$ cat src/rtl/core_pkg.sv
// Shared definitions for the memory stage: funct3 access sizes, stage FSM states,
// and lane geometry derived from the datapath width.
package core_pkg;
    localparam logic [2:0] F3_B  = 3'd0;
    localparam logic [2:0] F3_H  = 3'd1;
    localparam logic [2:0] F3_W  = 3'd2;
    localparam logic [2:0] F3_D  = 3'd3;
    localparam logic [2:0] F3_BU = 3'd4;
    localparam logic [2:0] F3_HU = 3'd5;
    localparam logic [2:0] F3_WU = 3'd6;

    typedef enum logic [2:0] {
        S_EMPTY,
        S_REQ,
        S_WAIT,
        S_FULL,
        S_DRAIN
    } state_t;

    function automatic int lane_bytes(int xlen);
        return xlen / 8;
    endfunction

    function automatic int off_bits(int xlen);
        return (xlen == 64) ? 3 : 2;
    endfunction
endpackage

$ cat src/rtl/load_align.sv
// Pulls the addressed byte/half/word out of a memory beat and sign- or
// zero-extends it according to the funct3 load size.
module load_align
    import core_pkg::*;
#(
    parameter int XLEN = 32
) (
    input  logic [XLEN-1:0]           rdata,
    input  logic [off_bits(XLEN)-1:0] offset,
    input  logic [2:0]                size,
    output logic [XLEN-1:0]           data
);
    logic [XLEN-1:0] shifted;

    always_comb begin
        shifted = rdata >> {offset, 3'b000};
        case (size)
            F3_B:    data = XLEN'($signed(shifted[7:0]));
            F3_H:    data = XLEN'($signed(shifted[15:0]));
            F3_W:    data = XLEN'($signed(shifted[31:0]));
            F3_BU:   data = XLEN'(shifted[7:0]);
            F3_HU:   data = XLEN'(shifted[15:0]);
            F3_WU:   data = XLEN'(shifted[31:0]);
            default: data = shifted;
        endcase
    end
endmodule

$ cat src/rtl/stage_mem_hs.sv
// One-entry memory pipeline stage: holds an execute result, issues at most one
// data-memory request for it, and presents the result to writeback.
module stage_mem_hs
    import core_pkg::*;
#(
    parameter int XLEN   = 32,
    parameter int REG_AW = 5,
    parameter int CSR_AW = 12
) (
    input  logic                clk,
    input  logic                rst,
    input  logic                flush,
    input  logic                inValid,
    output logic                inReady,
    input  logic [XLEN-1:0]     inAluResult,
    input  logic [XLEN-1:0]     inWriteData,
    input  logic [XLEN-1:0]     inCsrResult,
    input  logic [XLEN-1:0]     inPcPlus4,
    input  logic [REG_AW-1:0]   inRdAddr,
    input  logic [CSR_AW-1:0]   inCsrAddr,
    input  logic [1:0]          inRegSrc,
    input  logic [2:0]          inSize,
    input  logic                inRegWrite,
    input  logic                inCsrWrite,
    input  logic                inMemRead,
    input  logic                inMemWrite,
    output logic                dmemReqValid,
    input  logic                dmemReqReady,
    output logic [XLEN-1:0]     dmemAddr,
    output logic                dmemWen,
    output logic [XLEN/8-1:0]   dmemWstrb,
    output logic [XLEN-1:0]     dmemWdata,
    input  logic                dmemRspValid,
    input  logic [XLEN-1:0]     dmemRdata,
    output logic                outValid,
    input  logic                outReady,
    output logic [XLEN-1:0]     outAluResult,
    output logic [XLEN-1:0]     outReadData,
    output logic [XLEN-1:0]     outCsrResult,
    output logic [XLEN-1:0]     outPcPlus4,
    output logic [REG_AW-1:0]   outRdAddr,
    output logic [CSR_AW-1:0]   outCsrAddr,
    output logic [1:0]          outRegSrc,
    output logic                outRegWrite,
    output logic                outCsrWrite,
    output logic                outMisaligned
);
    localparam int NB   = lane_bytes(XLEN);
    localparam int OFFW = off_bits(XLEN);

    state_t          state;
    logic [2:0]      size_q;
    logic            mem_read_q;
    logic [OFFW-1:0] in_off;
    logic            mem_op, mis_off, misaligned, accept;
    logic [NB-1:0]   strb_base, strb;
    logic [XLEN-1:0] wdata, load_data;

    assign inReady = (state == S_EMPTY) || (state == S_FULL && outReady);
    assign accept  = inValid && inReady && !flush;
    assign in_off  = inAluResult[OFFW-1:0];
    assign mem_op  = inMemRead || inMemWrite;

    always_comb begin
        mis_off   = 1'b0;
        strb_base = '1;
        wdata     = inWriteData;
        case (inSize[1:0])
            2'd0: begin
                strb_base = NB'(1);
                wdata     = {NB{inWriteData[7:0]}};
            end
            2'd1: begin
                mis_off   = in_off[0];
                strb_base = NB'(3);
                wdata     = {(NB/2){inWriteData[15:0]}};
            end
            2'd2: begin
                mis_off   = (in_off[1:0] != 2'd0);
                strb_base = NB'(15);
                wdata     = {(NB/4){inWriteData[31:0]}};
            end
            default: mis_off = (in_off != '0);
        endcase
        misaligned = mem_op && mis_off;
        strb       = inMemWrite ? (strb_base << in_off) : '0;
    end

    load_align #(.XLEN(XLEN)) u_load_align (
        .rdata  (dmemRdata),
        .offset (dmemAddr[OFFW-1:0]),
        .size   (size_q),
        .data   (load_data)
    );

    always_ff @(posedge clk or negedge rst) begin
        if (!rst) begin
            state         <= S_EMPTY;
            size_q        <= '0;
            mem_read_q    <= 1'b0;
            dmemReqValid  <= 1'b0;
            dmemAddr      <= '0;
            dmemWen       <= 1'b0;
            dmemWstrb     <= '0;
            dmemWdata     <= '0;
            outValid      <= 1'b0;
            outAluResult  <= '0;
            outReadData   <= '0;
            outCsrResult  <= '0;
            outPcPlus4    <= '0;
            outRdAddr     <= '0;
            outCsrAddr    <= '0;
            outRegSrc     <= '0;
            outRegWrite   <= 1'b0;
            outCsrWrite   <= 1'b0;
            outMisaligned <= 1'b0;
        end else if (flush) begin
            // A request already handed to memory still owes a response; swallow it.
            if (state == S_WAIT || (state == S_REQ && dmemReqReady))
                state <= S_DRAIN;
            else
                state <= S_EMPTY;
            dmemReqValid <= 1'b0;
            outValid     <= 1'b0;
        end else begin
            case (state)
                S_REQ: if (dmemReqReady) begin
                    dmemReqValid <= 1'b0;
                    state        <= S_WAIT;
                end
                S_WAIT: if (dmemRspValid) begin
                    if (mem_read_q) outReadData <= load_data;
                    outValid <= 1'b1;
                    state    <= S_FULL;
                end
                S_FULL: if (outReady) begin
                    outValid <= 1'b0;
                    state    <= S_EMPTY;
                end
                S_DRAIN: if (dmemRspValid) state <= S_EMPTY;
                default: ;
            endcase
            // Accept overrides the FULL->EMPTY retire so back-to-back ops stream.
            if (accept) begin
                size_q        <= inSize;
                mem_read_q    <= inMemRead;
                dmemAddr      <= inAluResult;
                dmemWen       <= inMemWrite;
                dmemWstrb     <= strb;
                dmemWdata     <= wdata;
                outAluResult  <= inAluResult;
                outReadData   <= '0;
                outCsrResult  <= inCsrResult;
                outPcPlus4    <= inPcPlus4;
                outRdAddr     <= inRdAddr;
                outCsrAddr    <= inCsrAddr;
                outRegSrc     <= inRegSrc;
                outRegWrite   <= inRegWrite && !misaligned;
                outCsrWrite   <= inCsrWrite && !misaligned;
                outMisaligned <= misaligned;
                if (mem_op && !misaligned) begin
                    dmemReqValid <= 1'b1;
                    outValid     <= 1'b0;
                    state        <= S_REQ;
                end else begin
                    dmemReqValid <= 1'b0;
                    outValid     <= 1'b1;
                    state        <= S_FULL;
                end
            end
        end
    end
endmodule

$ cat config.mk
export PLATFORM = sky130hd
export DESIGN_NAME = stage_mem_hs
export DESIGN_NICKNAME = d
export VERILOG_FILES = /design/src/rtl/core_pkg.sv /design/src/rtl/load_align.sv /design/src/rtl/stage_mem_hs.sv
export SDC_FILE = /design/constraint.sdc
export NUM_CORES = 1
export LEC_CHECK = 0
export CAP_MARGIN = 30
export CORE_ASPECT_RATIO = 0.5
export CORE_MARGIN = 2
export CORE_UTILIZATION = 35
export CTS_BUF_LIST = sky130_fd_sc_hd__clkbuf_2
export DETAILED_ROUTE_END_ITERATION = 6
export DONT_BUFFER_PORTS = 1
export GPL_TIMING_DRIVEN = 0
export PLACE_DENSITY = 0.59
export SLEW_MARGIN = 10
export SYNTH_ARGS = -nofsm -noshare
export SYNTH_HDL_FRONTEND = slang
export SYNTH_SLANG_ARGS = --single-unit
$ cat constraint.sdc
create_clock -name clk -period 3.19 [get_ports clk]
set_input_delay 0.1595 -clock clk [delete_from_list [all_inputs] [get_ports clk]]
set_output_delay 0.1595 -clock clk [all_outputs]
set_load 0.01 [all_outputs]
==> results of run 1 <==
cells by family after synthesis:
logic type	share of synthesized area, %
AO/OA/AOI/OAI	8.902
buffers and inverters	6.214
multiplexers	6.030
AND/OR/NAND/NOR	23.01
flip-flops	55.75
XOR/XNOR	0.09956
synthesized netlist by cell type (3+ instances only):
cell       count  share of area (%)
buf_1          5               0.21
dfrtp_1      196                 56
o211ai_1       8               0.68
o21ai_0       50                2.8
nand2_1      434                 19
a31oi_1       16                1.1
mux2i_1       44                5.0
mux2_2         8                1.0
buf_2         26                1.5
inv_1          5               0.21
nand3_1       10               0.57
nor2_1        39                1.7
a21oi_1       28                1.6
nor2b_1        3               0.21
clkbuf_1      27                1.2
buf_4         34                2.9
or3_1          9               0.64
o2bb2ai_1      7               0.70
nand2b_1       3               0.21
through the flow:
step | utilization [%] | hold slack (ns) | instance area, um^2 | worst slack [ns]
floorplan | - | -0.1361 | 8798 | 1.487
global placement | 37.90 | -0.1327 | 9219 | 0.7532
detailed placement | 37.90 | -0.1332 | 9219 | 0.6742
==> impl_results.md, run 1 <==
- Clock root buffer: clkbuf_2
- CTS Buffer Depth: 2
- Initial core utilization: 36.17%
- Port Buffers: 0
- Number of synthesized flops with an enable pin: 0
- Exit stage: clock tree synthesis (4_1_cts)
- Cts bufs inserted: 17
- Syn Area/Cell: 8.905 um^2
- Flops & latches, synth: roughly 200
- Cells after synthesis: ~990
- CTS resizes: 0
- Routability cong.: 0.9021
- HPWL after DPL: between 20000 and 25000 um
- Yosys warning count: 0
- Synthesized cell area: approximately 8800 um^2
- Num ports: around 420
- Num Clock Sinks: between 150 and 200
- Outcome: aborted with a tool error
- Synth Net Count: 1181
- CTS HTree Levels: 4
- Stop err: [ERROR RSZ-0060] Max buffer count reached.
- # hold bufs at CTS: between 200 and 300
- Die Span Y: roughly 120 um
- Asr flop ratio synth: 100.0%
- Sequential-to-total area share from yosys stat: ~56%
- DP Cell Count: about 1300
- Setup Fix Bufs, Post-CTS: 0
- Row count: 40
- Die width: about 230 um
- Post-synth top flop: dfrtp_1
- Netlist cell types: 48
==> run 2: changes to the inputs <==
Settings changed: CORE_ASPECT_RATIO 0.5 to default, CORE_UTILIZATION 35 to 20, CTS_BUF_LIST sky130_fd_sc_hd__clkbuf_2 to default, PLACE_DENSITY 0.59 to default, PLACE_DENSITY_LB_ADDON from default to 0.15.
==> run 2 against run 1 <==
The flow now finishes, with violations (hold timing). Area after synthesis unchanged. Synthesized cell count unchanged.
==> impl_results.md, run 2 <==
- CP startpoint kind: register
- Crit end category: register
- Die width: 213.7 um (was 228.2 um)
- Hold WS: -0.6400 ns
- HPWL after DPL: 25120 um (was 21400 um)
- Initial antenna violation count: 0
- Power Dens Cells: slightly below 900 nW/um^2
- Syn Area/Cell: 8.905 um^2 (unchanged)
- Most common cell in the netlist: nand2_1 (unchanged)
- CP cell instances: buf_2 > and3_4 > o211ai_2 > clkbuf_2 > buf_2 > nand2_1 > o41ai_1 > dlygate4sd3_1
- CP max FO: 10
- Clock root buffer: clkbuf_16 (was clkbuf_2)
- Cell leakage power: between 5 and 6 nW
- Vias per inst: between 4 and 5
- Synth Net Count: 1181 (unchanged)
- Critical Path RT: roughly 3.6 ns
- Routed wl met2: around 17000 um
- CP arrival: roughly 3.2 ns
- Initial core utilization: 20.34% (was 36.17%)
- Routed wl met3: 3300 um
- Critical-path top delay cell: dlygate4sd3_1
- Initial DRC Count: between 400 and 500
- Flops & latches, synth: 196 (unchanged)
- DP Cell Count: 1574 (was 1324)
- Clk Latency, worst-skew pair: 0.50 ns
- Layout Skew: between 0.007 and 0.008 ns
- CP max stage delay: 0.60 ns
- CTS tree: yes
- ANT nets after route: 0
- Top cells by count, synth: nand2_1, dfrtp_1, o21ai_0, mux2i_1, nor2_1 (unchanged)
- Routability cong.: 0.7754 (was 0.9021)
- Die Span Y: 213.7 um (was 116.1 um)
- Cells after synthesis: 988 (unchanged)
- RSZ-0062 raised after global routing: no
- Delay-heaviest family, CP: buffers and inverters
- DR pass1 iterations: 4
- VDD IR max: about 0.5 mV
- Die ar.: approximately 46000 um^2
- Share of the synthesized area in the top cell type: 55.75% (unchanged)
- Number of max-cap violations: 0
- Layout Cells excl Fill: about 1800
- Reg2Reg Setup Slack: 0.47 ns
- Setup-failing EPs final: 0
- Max-slew headroom: about half
- Num ports: 415 (unchanged)
- Fin crit share: 85.37%
- Port Buffers: 0 (unchanged)
- Setup Fix Bufs, Post-CTS: 0 (unchanged)
- Asr flop ratio synth: 100.0% (unchanged)
- All-Layer GR Usage: approximately 15%
- Reg2Reg Depth: 8
- Commonest non-fill, non-tap cell in the layout: nand2_1
- Metal-1 WL: between 10000 and 15000 um
- Cell taking the most area after synthesis: dfrtp_1 (unchanged)
- CTS Buffer Depth: 2 (unchanged)
- Clock-pin slew on the worst setup and hold paths: roughly 0.080 ns
- CP Class: register to register
- Worst reg2reg startpoint: state[1]
- TNS Setup: 0 ns
- Cts bufs inserted: 17 (unchanged)
- Fraction of layout cells with a size suffix above 1: ~8.9%
- Final Hold Viols: approximately 200
- Core ar.: between 40000 and 50000 um^2
- Worst hold path class: input port to async pin
- Residual DRC: 0
- Final core utilization: ~27%
- Synthesized cell area: 8798 um^2 (unchanged)
- Sequential-to-total area share from yosys stat: 55.75% (unchanged)
- Fin nets: between 1000 and 1500
- First-pass GRT wire length: between 40000 and 50000 um
- Row count: 76 (was 40)
- Yosys warning count: 0 (unchanged)
- Drt wl/cell: between 15 and 20 um
- Commonest non-fill, non-tap cells in the layout: nand2_1, dfrtp_1, dlygate4sd3_1
- Grt total ovfl: 0
- Maximum clock rate: 367.2 MHz
- Critical R2R Capture: dmemWstrb[0]
- Syn-to-layout area delta: 34.94%
- # hold bufs at CTS: 179 (was 273)
- Vias in the first global route: approximately 7900
- Crit path buf inv count: 4
- Outcome: finished, violations left (was aborted with a tool error)
- Main area contributors after synthesis: dfrtp_1, nand2_1, mux2i_1 (unchanged)
- DR top layer: met4
- Largest net degree at the start of global routing: approximately 200
- Fill cell count: around 4600
- Failing checks: hold timing
- Via count: 7638
- Post-Route WL: between 30000 and 40000 um
- Max-slew violations: 0
- Crit-path most repeated cell: buf_2
- Netlist cell types: 48 (unchanged)
- CTS HTree Levels: 4 (unchanged)
- Final min period: around 2.7 ns
- Slew @ Worst Pin: 0.7659 ns
- Number of synthesized flops with an enable pin: 0 (unchanged)
- Num Clock Sinks: 196 (unchanged)
- Post-synth top flop: dfrtp_1 (unchanged)
==> run 2: worst register-to-register path, cell delays in order (launching register included) <==
cell and delay [ns]:
dfrtp_1 0.36, buf_2 0.17, and3_4 0.21, o211ai_2 0.40, clkbuf_2 0.43, buf_2 0.35
nand2_1 0.09, o41ai_1 0.06, dlygate4sd3_1 0.60
==> run 2: logic make-up after synthesis <==
| group | after synthesis | share of synthesized area [%] |
|---|---|---|
| compound gates | 128 | 8.902 |
| mux | 52 | 6.030 |
| simple gates | 512 | 23.01 |
| xor+xnor | 1 | 0.09956 |
| flops | 196 | 55.75 |
| buf+inv | 99 | 6.214 |
==> run 2: cell type report <==
| cell class | count | area [um^2] | share of cell area (%) |
|---|---|---|---|
| timing repair buffer | 180 | 1799 | 15.15 |
| antenna | 1 | 2.502 | 0.02108 |
| clock inverter | 12 | 106.4 | 0.8958 |
| sequential | 196 | 4905 | 41.31 |
| clock buffer | 19 | 432.9 | 3.646 |
| multi-input combinational | 693 | 3347 | 28.19 |
| buffer | 94 | 529.3 | 4.458 |
| tap | 585 | 732.0 | 6.165 |
| inverter | 5 | 18.77 | 0.1581 |
==> run 2: what timing repair did <==
item                                   in CTS  in global routing
endpoints found under the hold margin     376                196
setup endpoints to repair                   0                  1
gates resized for setup                     0                  3
==> run 2: worst max path at each step <==
| stage | endpoint | slack (ns) | depth (start not counted) | from |
|---|---|---|---|---|
| 2_1_floorplan | outReadData[22] | 1.49 | 6 | outAluResult[0] |
| 3_3_place_gp | dmemReqValid | 0.61 | 6 | state[1] |
| 4_1_cts | dmemWstrb[0] | 0.08 | 8 | state[1] |
| 3_5_place_dp | dmemReqValid | 0.59 | 6 | state[1] |
| 6_report | dmemWstrb[0] | 0.47 | 8 | state[1] |
| 5_1_grt | dmemWstrb[0] | 0.29 | 8 | state[1] |
==> run 2: metrics by stage <==
step	area [um^2]	total power [mW]	setup slack, ns
2_1_floorplan	8798	7.062	1.487
3_3_place_gp	9530	8.239	0.6065
3_5_place_dp	9538	8.247	0.5922
4_1_cts	11870	10.68	0.08454
5_1_grt	11870	11.27	0.2908
6_report	11870	10.51	0.4666
==> run 2: routing by layer <==
layer / vias up / track usage, %
met5: - / 0
met4: 0 / 4.622
met3: 36 / 6.708
met2: 308 / 24.36
met1: 3705 / 17.70
li1: 3589 / -
==> run 2: power by group <==
| part | internal, mW | total (mW) | switching (mW) |
|---|---|---|---|
| Sequential | 3.63 | 5.27 | 1.64 |
| Clock | 1.07 | 2.14 | 1.07 |
| Combinational | 1.28 | 3.10 | 1.82 |
| Total | 5.98 | 10.5 | 4.53 |
(Power assumes the default switching activity.)
==> run 3: changes to the inputs <==
Settings changed: PLACE_DENSITY from default to 0.34, PLACE_DENSITY_LB_ADDON 0.15 to default.
==> run 3 against run 2 <==
The run still ends with hold timing left. Sequential cell count stayed put. Sequential power about the same. Critical endpoint unchanged. Non-clock buffer count unchanged. Via count down 0.55%. First-iteration DRC count is 19% lower. Global-route usage grew 0.18 points. Cell count is the same.
==> impl_results.md, run 3 (same netlist as run 2, synthesis figures left out) <==
- Residual DRC: 0 (unchanged)
- Grt total ovfl: 0 (unchanged)
- ANT nets after route: 0 (unchanged)
- Critical R2R Capture: dmemWstrb[0] (unchanged)
- Num ports: 415 (unchanged)
- CP Class: register to register (unchanged)
- Vias per inst: 4.255 (was 4.279)
- Hold WS: -0.6354 ns (was -0.6400 ns)
- Final Power: 10.51 mW (about the same)
- CTS tree: yes (unchanged)
- CP max FO: 10 (unchanged)
- Worst hold path class: input port to async pin (unchanged)
- Initial DRC Count: 334 (was 414)
- Clock root buffer: clkbuf_16 (unchanged)
- Slew @ Worst Pin: 0.7807 ns (was 0.7659 ns)
- Setup Fix Bufs, Post-CTS: 0 (unchanged)
- Fin worst setup slack: 0.4786 ns (was 0.4666 ns)
- All-Layer GR Usage: 15.16% (was 14.97%)
- Power Dens Cells: 884.0 nW/um^2 (was 885.4 nW/um^2)
- Crit-path most repeated cell: buf_2 (unchanged)
- Final min period: 2.711 ns (was 2.723 ns)
- VDD IR max: 0.3520 mV (was 0.4943 mV)
- Cts bufs inserted: 17 (unchanged)
- Critical Path RT: 3.62 ns (about the same)
- Clock-pin slew on the worst setup and hold paths: 0.07 ns (was 0.08 ns)
- HPWL after DPL: 25000 um (was 25120 um)
- Die width: 213.7 um (unchanged)
- Max-slew headroom: 47.95% (was 48.94%)
- Die ar.: 45690 um^2 (unchanged)
- Largest net degree at the start of global routing: 197 (unchanged)
- Metal-1 WL: 14010 um (was 14050 um)
- Dpl ws: 0.5193 ns (was 0.5922 ns)
- DR pass1 iterations: 5 (was 4)
- Origin of the worst setup path: state[1] (unchanged)
- Vias in the first global route: 7729 (was 7858)
- Row count: 76 (unchanged)
- Crit end category: register (unchanged)
- Number of max-cap violations: 0 (unchanged)
- Reg2Reg Setup Slack: 0.48 ns (was 0.47 ns)
- Syn-to-layout area delta: 35.14% (was 34.94%)
- Max-slew violations: 0 (unchanged)
- Clk Latency, worst-skew pair: 0.49 ns (was 0.50 ns)
- Critical-path top delay cell: dlygate4sd3_1 (unchanged)
- Num Clock Sinks: 196 (unchanged)
- CP endpoint: dmemWstrb[0] (unchanged)
- Port Buffers: 0 (unchanged)
- RSZ-0062 raised after global routing: no (unchanged)
- CP cell instances: buf_2 > and3_4 > o211ai_2 > clkbuf_2 > buf_2 > nand2_1 > o41ai_1 > dlygate4sd3_1 (unchanged)
- Drt wl/cell: 19.56 um (was 19.42 um)
- Worst reg2reg startpoint: state[1] (unchanged)
- Post-Route WL: 34920 um (was 34660 um)
- Initial antenna violation count: 0 (unchanged)
- DR top layer: met4 (unchanged)
- Outcome: finished, violations left (unchanged)
- Routed wl met2: 17110 um (was 16680 um)
- Reg2Reg Depth: 8 (unchanged)
- Fin crit share: 85.00% (was 85.37%)
- Initial core utilization: 20.34% (unchanged)
- Cell leakage power: 5.561 nW (was 5.572 nW)
- Fin nets: 1380 (unchanged)
- CP startpoint kind: register (unchanged)
- Fraction of layout cells with a size suffix above 1: 9.008% (was 8.924%)
- Setup-failing EPs final: 0 (unchanged)
- Maximum clock rate: 368.8 MHz (was 367.2 MHz)
- Final Hold Viols: 196 (unchanged)
- Die Span Y: 213.7 um (unchanged)
- Core ar.: 43270 um^2 (unchanged)
- Commonest non-fill, non-tap cell in the layout: nand2_1 (unchanged)
- First-pass GRT wire length: 50470 um (was 49870 um)
- TNS Setup: 0 ns (unchanged)
- CP arrival: 3.14 ns (was 3.16 ns)
- CTS Buffer Depth: 2 (unchanged)
- Routed wl met3: 3285 um (was 3300 um)
- CP max stage delay: 0.58 ns (was 0.60 ns)
- Failing checks: hold timing (unchanged)
- Via count: 7596 (was 7638)
- Routability cong.: 0.7837 (was 0.7754)
- Layout Skew: 0.01278 ns (was 0.007631 ns)
- Commonest non-fill, non-tap cells in the layout: nand2_1, dfrtp_1, dlygate4sd3_1 (unchanged)
- CTS HTree Levels: 4 (unchanged)
## run 3: changes by cell type in the layout (fill, tap and decap cells not counted), sizes merged
cell      change
clkinvlp      +4
clkinv        -3
clkbuf        -1
## run 3: through the flow
step,instances,utilization [%],cell area (um^2)
final,1785,27.48,11890
after global routing,1784,27.48,11890
after CTS,1782,27.43,11870
after detailed placement,1573,22.03,9530
after global placement,1573,22.03,9530
after floorplan,988,-,8798
## run 3: worst min path at each step
stage,startpoint,end,slack (ns),cells past startpoint
6_report,rst,outReadData[21],-0.64,0
5_1_grt,rst,outReadData[21],-0.67,0
4_1_cts,rst,dmemWdata[27],-0.69,0
3_5_place_dp,rst,outReadData[21],-0.13,0
3_3_place_gp,rst,outReadData[21],-0.13,0
2_1_floorplan,rst,dmemReqValid,-0.14,0
## run 3: worst max-delay path: cells and delay by family (launching register included)
family / cells / cell delay [ns]
flops: 1 / 0.36
compound gates: 2 / 0.47
simple gates: 2 / 0.29
buf+inv: 4 / 1.53
## run 3: final cells by class
cell class / count / area, um^2
antenna: 1 / 2.502
buffer: 94 / 529.3
clock buffer: 18 / 429.2
clock inverter: 13 / 127.6
fill: 4664 / 31380
inverter: 5 / 18.77
multi-input combinational: 693 / 3347
sequential: 196 / 4905
tap: 585 / 732.0
timing repair buffer: 180 / 1799
## run 3: layer usage
metal  track usage, %  vias up
met2            25.03      284
met1            17.98     3702
met5                0        -
met4            5.125        0
met3            5.931       28
li1                 -     3582
## run 3: timing repair
action | CTS | global route
endpoints found under the hold margin | 375 | 197
setup endpoints to repair | 0 | 1
resized for setup | 0 | 3
hold buffers | 178 | 1
## run 3: where the power goes
group,internal [mW],switching (mW)
Combinational,1.28,1.80
Clock,1.08,1.09
Sequential,3.63,1.63
